File: src/rtl/fb_pkg.sv
// Shared types and constants for the frame-buffer read arbiter.
package fb_pkg;

  typedef enum logic [1:0] {
    IDLE,
    STREAM,
    DECODE,
    DONE
  } fb_state_t;

  typedef enum logic {
    OWN_DISP,
    OWN_AVG
  } fb_owner_t;

  localparam int unsigned FB_W = 480;
  localparam int unsigned FB_H = 480;

endpackage

File: src/rtl/rd_tag_pipe.sv
// Valid + tag shift register that tracks BRAM reads for a fixed read latency.
module rd_tag_pipe #(
  parameter int unsigned DEPTH = 2,
  parameter int unsigned W     = 2
) (
  input  logic         i_clk,
  input  logic         i_rst_n,
  input  logic         i_push,
  input  logic [W-1:0] i_tag,
  output logic         o_valid,
  output logic [W-1:0] o_tag
);

  logic [DEPTH-1:0] r_valid;
  logic [W-1:0]     r_tag [DEPTH];

  always_ff @(posedge i_clk or negedge i_rst_n) begin
    if (!i_rst_n) begin
      r_valid <= '0;
      for (int unsigned i = 0; i < DEPTH; i++) r_tag[i] <= '0;
    end else begin
      r_valid[0] <= i_push;
      r_tag[0]   <= i_tag;
      for (int unsigned i = 1; i < DEPTH; i++) begin
        r_valid[i] <= r_valid[i-1];
        r_tag[i]   <= r_tag[i-1];
      end
    end
  end

  assign o_valid = r_valid[DEPTH-1];
  assign o_tag   = r_tag[DEPTH-1];

endmodule

File: src/rtl/fb_read_arbiter.sv
// Frame buffer port B arbiter: sequences capture/decode/display and routes
// each returned pixel to the owner that issued the read.
module fb_read_arbiter
  import fb_pkg::*;
#(
  parameter int unsigned ADDR_W       = 20,
  parameter int unsigned DEPTH        = 230400,
  parameter int unsigned READ_LATENCY = 2,
  parameter int unsigned TIMEOUT      = 2000000
) (
  input  logic              clk_in,
  input  logic              rst_in,
  input  logic              capture_in,
  input  logic              decode_start_in,
  input  logic              avg_done_in,
  input  logic [ADDR_W-1:0] disp_addr_in,
  input  logic              disp_valid_in,
  input  logic              avg_req_in,
  input  logic [ADDR_W-1:0] avg_addr_in,
  input  logic              bram_dout_in,
  output logic [ADDR_W-1:0] bram_addr_out,
  output logic              bram_en_out,
  output logic              fb_wr_en_out,
  output logic              avg_start_out,
  output logic              avg_gnt_out,
  output logic              avg_pixel_out,
  output logic              avg_pixel_valid_out,
  output logic              disp_pixel_out,
  output logic              disp_pixel_valid_out,
  output logic [1:0]        state_out,
  output logic              timeout_err_out
);

  localparam int unsigned       CNT_W   = $clog2(TIMEOUT + 1);
  localparam logic [ADDR_W-1:0] W_DEPTH = ADDR_W'(DEPTH);

  fb_state_t        r_state, w_state_nxt;
  logic [CNT_W-1:0] r_cnt;
  logic             r_avg_start, r_timeout_err;
  logic             w_enter_decode, w_timeout_exit, w_timeout_hit;
  logic             w_disp_inr, w_avg_inr;
  logic             w_push, w_blank_push;
  logic [1:0]       w_tag, w_rd_tag, w_bl_tag;
  logic             w_rd_valid, w_bl_valid;
  logic             w_rd_disp, w_rd_avg, w_bl_disp;

  assign w_disp_inr    = disp_addr_in < W_DEPTH;
  assign w_avg_inr     = avg_addr_in < W_DEPTH;
  assign w_timeout_hit = r_cnt == CNT_W'(TIMEOUT - 1);

  always_comb begin
    w_state_nxt    = r_state;
    w_enter_decode = 1'b0;
    w_timeout_exit = 1'b0;
    case (r_state)
      IDLE:   w_state_nxt = STREAM;
      STREAM: if (capture_in && decode_start_in) begin
        w_state_nxt    = DECODE;
        w_enter_decode = 1'b1;
      end
      DECODE: begin
        // Abort beats done, done beats timeout.
        if (!capture_in)      w_state_nxt = STREAM;
        else if (avg_done_in) w_state_nxt = DONE;
        else if (w_timeout_hit) begin
          w_state_nxt    = DONE;
          w_timeout_exit = 1'b1;
        end
      end
      DONE:    if (!decode_start_in) w_state_nxt = STREAM;
      default: w_state_nxt = IDLE;
    endcase
  end

  always_ff @(posedge clk_in or negedge rst_in) begin
    if (!rst_in) begin
      r_state       <= IDLE;
      r_cnt         <= '0;
      r_avg_start   <= 1'b0;
      r_timeout_err <= 1'b0;
    end else begin
      r_state     <= w_state_nxt;
      r_avg_start <= w_enter_decode;
      if (w_enter_decode)        r_cnt <= '0;
      else if (r_state == DECODE) r_cnt <= r_cnt + CNT_W'(1);
      if (w_enter_decode)      r_timeout_err <= 1'b0;
      else if (w_timeout_exit) r_timeout_err <= 1'b1;
    end
  end

  always_comb begin
    bram_addr_out = '0;
    bram_en_out   = 1'b0;
    avg_gnt_out   = 1'b0;
    w_push        = 1'b0;
    w_tag         = '0;
    w_blank_push  = 1'b0;
    case (r_state)
      STREAM, DONE: begin
        bram_addr_out = disp_addr_in;
        bram_en_out   = disp_valid_in && w_disp_inr;
        w_push        = disp_valid_in;
        w_tag         = {OWN_DISP, w_disp_inr};
      end
      DECODE: begin
        avg_gnt_out   = avg_req_in;
        bram_addr_out = avg_addr_in;
        bram_en_out   = avg_req_in && w_avg_inr;
        w_push        = avg_req_in;
        w_tag         = {OWN_AVG, w_avg_inr};
        w_blank_push  = disp_valid_in;
      end
      default: ;
    endcase
  end

  // Blanked display requests in DECODE can coincide with an avg grant, so
  // they ride a second pipe rather than competing for the read pipe slot.
  rd_tag_pipe #(.DEPTH(READ_LATENCY), .W(2)) u_rd_pipe (
    .i_clk   (clk_in),
    .i_rst_n (rst_in),
    .i_push  (w_push),
    .i_tag   (w_tag),
    .o_valid (w_rd_valid),
    .o_tag   (w_rd_tag)
  );

  rd_tag_pipe #(.DEPTH(READ_LATENCY), .W(2)) u_blank_pipe (
    .i_clk   (clk_in),
    .i_rst_n (rst_in),
    .i_push  (w_blank_push),
    .i_tag   ({OWN_DISP, 1'b0}),
    .o_valid (w_bl_valid),
    .o_tag   (w_bl_tag)
  );

  assign w_rd_disp = w_rd_valid && (w_rd_tag[1] == OWN_DISP);
  assign w_rd_avg  = w_rd_valid && (w_rd_tag[1] == OWN_AVG);
  assign w_bl_disp = w_bl_valid && (w_bl_tag[1] == OWN_DISP);

  assign disp_pixel_valid_out = w_rd_disp || w_bl_disp;
  assign disp_pixel_out       = ((w_rd_disp && w_rd_tag[0]) || (w_bl_disp && w_bl_tag[0]))
                                && bram_dout_in;
  assign avg_pixel_valid_out  = w_rd_avg;
  assign avg_pixel_out        = w_rd_avg && w_rd_tag[0] && bram_dout_in;

  assign fb_wr_en_out    = (r_state == STREAM) && !capture_in;
  assign avg_start_out   = r_avg_start;
  assign timeout_err_out = r_timeout_err;
  assign state_out       = r_state;

endmodule
File: config.mk
export PLATFORM = sky130hd
export DESIGN_NAME = fb_read_arbiter
export DESIGN_NICKNAME = d
export VERILOG_FILES = /design/src/rtl/fb_pkg.sv /design/src/rtl/rd_tag_pipe.sv /design/src/rtl/fb_read_arbiter.sv
export SDC_FILE = /design/constraint.sdc
export NUM_CORES = 1
export LEC_CHECK = 0
export CAP_MARGIN = 10
export CORE_MARGIN = 2
export CORE_UTILIZATION = 48
export CTS_BUF_LIST = sky130_fd_sc_hd__clkbuf_4
export DETAILED_ROUTE_END_ITERATION = 6
export HOLD_SLACK_MARGIN = 0.05
export PLACE_DENSITY = 0.88
export SYNTH_ARGS = -nofsm -noshare
export SYNTH_HDL_FRONTEND = slang
export SYNTH_SLANG_ARGS = --single-unit
File: constraint.sdc
create_clock -name clk_in -period 4.8 [get_ports clk_in]
set_clock_uncertainty 0.1 [all_clocks]
set_input_delay 0.72 -clock clk_in [delete_from_list [all_inputs] [get_ports clk_in]]
set_output_delay 0.72 -clock clk_in [all_outputs]
set_load 0.02 [all_outputs]
==> summary.md <==
Counting flops and latches in the post-synthesis netlist gives 33. The flip-flop cell with the highest count after synthesis was dfrtp_1. The number of clock buffers added by TritonCTS is 5. At the pin with the least slew margin, the transition time is 0.8385 ns. From bottom edge to top edge, the die measures 67.73 um.

The clock-pin slew of the registers on the worst-case setup and hold paths was 0.10 ns; the share of Yosys cell area claimed by the top area cell type was 0.4236. The area enclosed by the die boundary is 4587 um^2, and the final sum of negative setup slack is 0 ns. Setup violations remaining at the end of the flow were counted as 0. For the number of nets in the final layout, the log shows 351.

The count of final hold-check violations came out at 0. The cell area power density is 440.8 nW/um^2. VDD sags by at most 0.0004835 V. The antenna cell count was 0.

The layout cell share with drive strength beyond 1 works out to 0.04362. Number of resized instances in the post-cts repair step: 0. The tree is rooted in a clkbuf_4.

The initial core utilization is 0.4944. The I/O pin count is 79, and the endpoint required time on the critical path is 3.98 ns. TritonCTS built the clock tree. The total of warnings raised by yosys is 0. The number of setup buffers added after CTS is 0.

The sequential element share of the synthesized area is 0.4236, and the floorplan core area is 3943 um^2. For the reported leakage power, the log shows 0.001177 uW. Entering global routing, the biggest net connects 34 pins. After synthesis, the most frequently instantiated cells are nor2_1, dfrtp_1, a22oi_1. The wire-length estimate of the detail-placed layout is 3969 um. The logs give 340 for the post-placement cell count and 23 for the total number of placement rows. The netlist uses 37 different library cells. The run gives 0 as the number of antenna violations at the first check in global routing. The number of synthesized flops with an enable pin was 0; the number of hold buffers added after cts was 0.

After detailed routing, the number of vias per cell comes to 5.764. From synthesis to final layout, the design area changed by 44.74%. Number of nets produced by synthesis: 275. Setup repair after global routing left no endpoint under its margin. The tools report the sum of overflow across all layers after global routing as 0. Routed wirelength normalized by instance count: 15.40 um. The deepest clock path buffer count was 2. Type of the most critical hold path: reg2reg. The via count of the first global-routing pass came out at 1781.

The logs give 1244 uW for the power after layout and 1949 um^2 for the post-synth design cell area. The minimum period implied by the final worst setup slack came out at 3.665 ns. The flow ran to the end, and the final reports show no timing, DRC or antenna violations.

Overall routing resource usage: 0.2357. The ratio of final minimum period to clock period is 0.7634. The finished layout holds 348 standard cells, fillers aside. The maximum level of the CTS H-tree was 2; the width of the chip was 67.73 um. Leading area contributor after synthesis: dfrtp_1. The logs give 0.2729 GHz for the highest clock rate and 0.8179 for the routability congestion estimate. For the cell count after synthesis, the log shows 221.

The number of port buffers came out at 78. Initial DRC count: 179. Yosys instantiated no cell more often than nor2_1. The routed layout has 2006 vias.

STA classifies the critical path startpoint as a primary input. The logs give 0 for the total count of max-transition violations in the final report and 5 for the length of the first detailed-routing pass in iterations. For the critical path data arrival time, the log shows 2.84 ns. In this run the worst path has a maximum fanout of 2.

The worst setup path is captured at an output pin. The average instance in the mapped netlist occupies 8.821 um^2. The remaining antenna violation count is 0, and the clock insertion delay at the later pin of the skew report is 0.34 ns. By area the synthesized netlist is led by dfrtp_1, a22oi_1, nor2_1. The worst setup path is of the in2out kind.

The tool flagged a number of max-cap violations equal to 0. The post-detailed-routing wire length is 5360 um. The share of flip-flops with an asynchronous set or reset after synthesis was 1.000; the wire length of the first global-routing pass was 8066 um.

For the relative slew slack, the log shows 0.4410. For this run, design rule violations remaining after detail routing come to 0. Clock sink total: 33.
## flip-flops by register name, summed over array words and instances (netlist names)
name,count
avg_start_out,1
r_cnt,21
state_out,2
timeout_err_out,1
u_blank_pipe.r_valid,2
u_rd_pipe.o_tag,2
u_rd_pipe.r_tag,2
u_rd_pipe.r_valid,2
## metrics by stage
stage | setup WS [ns] | hold WS (ns) | instance area (um^2) | utilization
floorplan | 2.022 | 0.2312 | 1949 | -
global placement | 1.186 | 0.2327 | 2766 | 0.7017
detailed placement | 1.159 | 0.2372 | 2766 | 0.7017
CTS | 1.154 | 0.2597 | 2821 | 0.7156
global route | 1.020 | 0.2647 | 2821 | 0.7156
finish | 1.135 | 0.2571 | 2821 | 0.7156
## cell families (layout without fill, tap and decap cells)
| kind of cell | count (synthesis) | in the layout | share of synthesized area |
|---|---|---|---|
| and+or+nand+nor | 99 | 99 | 0.2644 |
| AOI/OAI and AO/OA | 52 | 52 | 0.1778 |
| DFF | 33 | 33 | 0.4236 |
| buffers and inverters | 18 | 95 | 0.03466 |
| xor gates and xnor gates | 9 | 9 | 0.04044 |
| adders and majority gates | 6 | 6 | 0.03851 |
| muxes | 4 | 4 | 0.02054 |
## where the power goes
group	internal [uW]	switching [uW]	leakage, uW
Combinational	322	402	0.000691
Sequential	322	41.6	0.000450
Clock	61.4	95.2	0.0000354
Total	705	539	0.00118
## worst max-delay path: stages
cell             delay [ns]
clkdlybuf4s50_1        0.44
or4_1                  0.55
o2111ai_1              0.24
nand3_1                0.11
a21oi_1                0.14
clkdlybuf4s50_1        0.64
## placed cells by master (no fill, tap or decap), types with 2 or more instances in the layout
cell and n:
clkdlybuf4s50_1 78, nor2_1 38, dfrtp_1 33, a22oi_1 20, a21oi_1 13, nand2_1 12, nand3_1 9, inv_1 7
nand4_1 7, or3_1 6, o21ai_0 6, nor4_1 6, xnor2_1 6, ha_1 6, clkbuf_4 6, or4_1 5
mux2i_1 4, and2_1 3, o31ai_1 3, xor2_1 3, o2111ai_1 2, a21o_1 2, and3_1 2, nor3_1 2
nand2b_1 2, a31oi_1 2, clkinv_2 2, buf_4 2
## final cells by class
type                            count  area, um^2
Fill cell                         294        1121
Multi-Input combinational cell    170        1056
Sequential cell                    33       825.8
Timing Repair Buffer               80       795.8
Tap cell                           50       62.56
Clock buffer                        6       45.04
Inverter                            7       26.28
Clock inverter                      2       10.01
## per-layer routing
layer,global-route usage,vias to the layer above,part of all wire
met5,0,-,0
li1,-,961,-
met2,0.3627,64,0.50
met4,0.09439,0,0.022
met1,0.3224,973,0.43
met3,0.05000,8,0.048
## final timing paths
path	depth (start not counted)	startpoint	slack, ns	to
worst max-delay path	6	avg_addr_in[13]	1.14	bram_en_out
worst min-delay path	0	u_blank_pipe.r_valid[0]	0.26	u_blank_pipe.r_valid[1]
worst max register to register	7	state_out[0]	1.77	r_cnt[17]
worst min register to register	0	u_blank_pipe.r_valid[0]	0.26	u_blank_pipe.r_valid[1]
max in group asynchronous	2	rst_in	3.63	r_cnt[17]
min in group asynchronous	2	rst_in	0.67	r_cnt[3]
(Power assumes the default switching activity.)
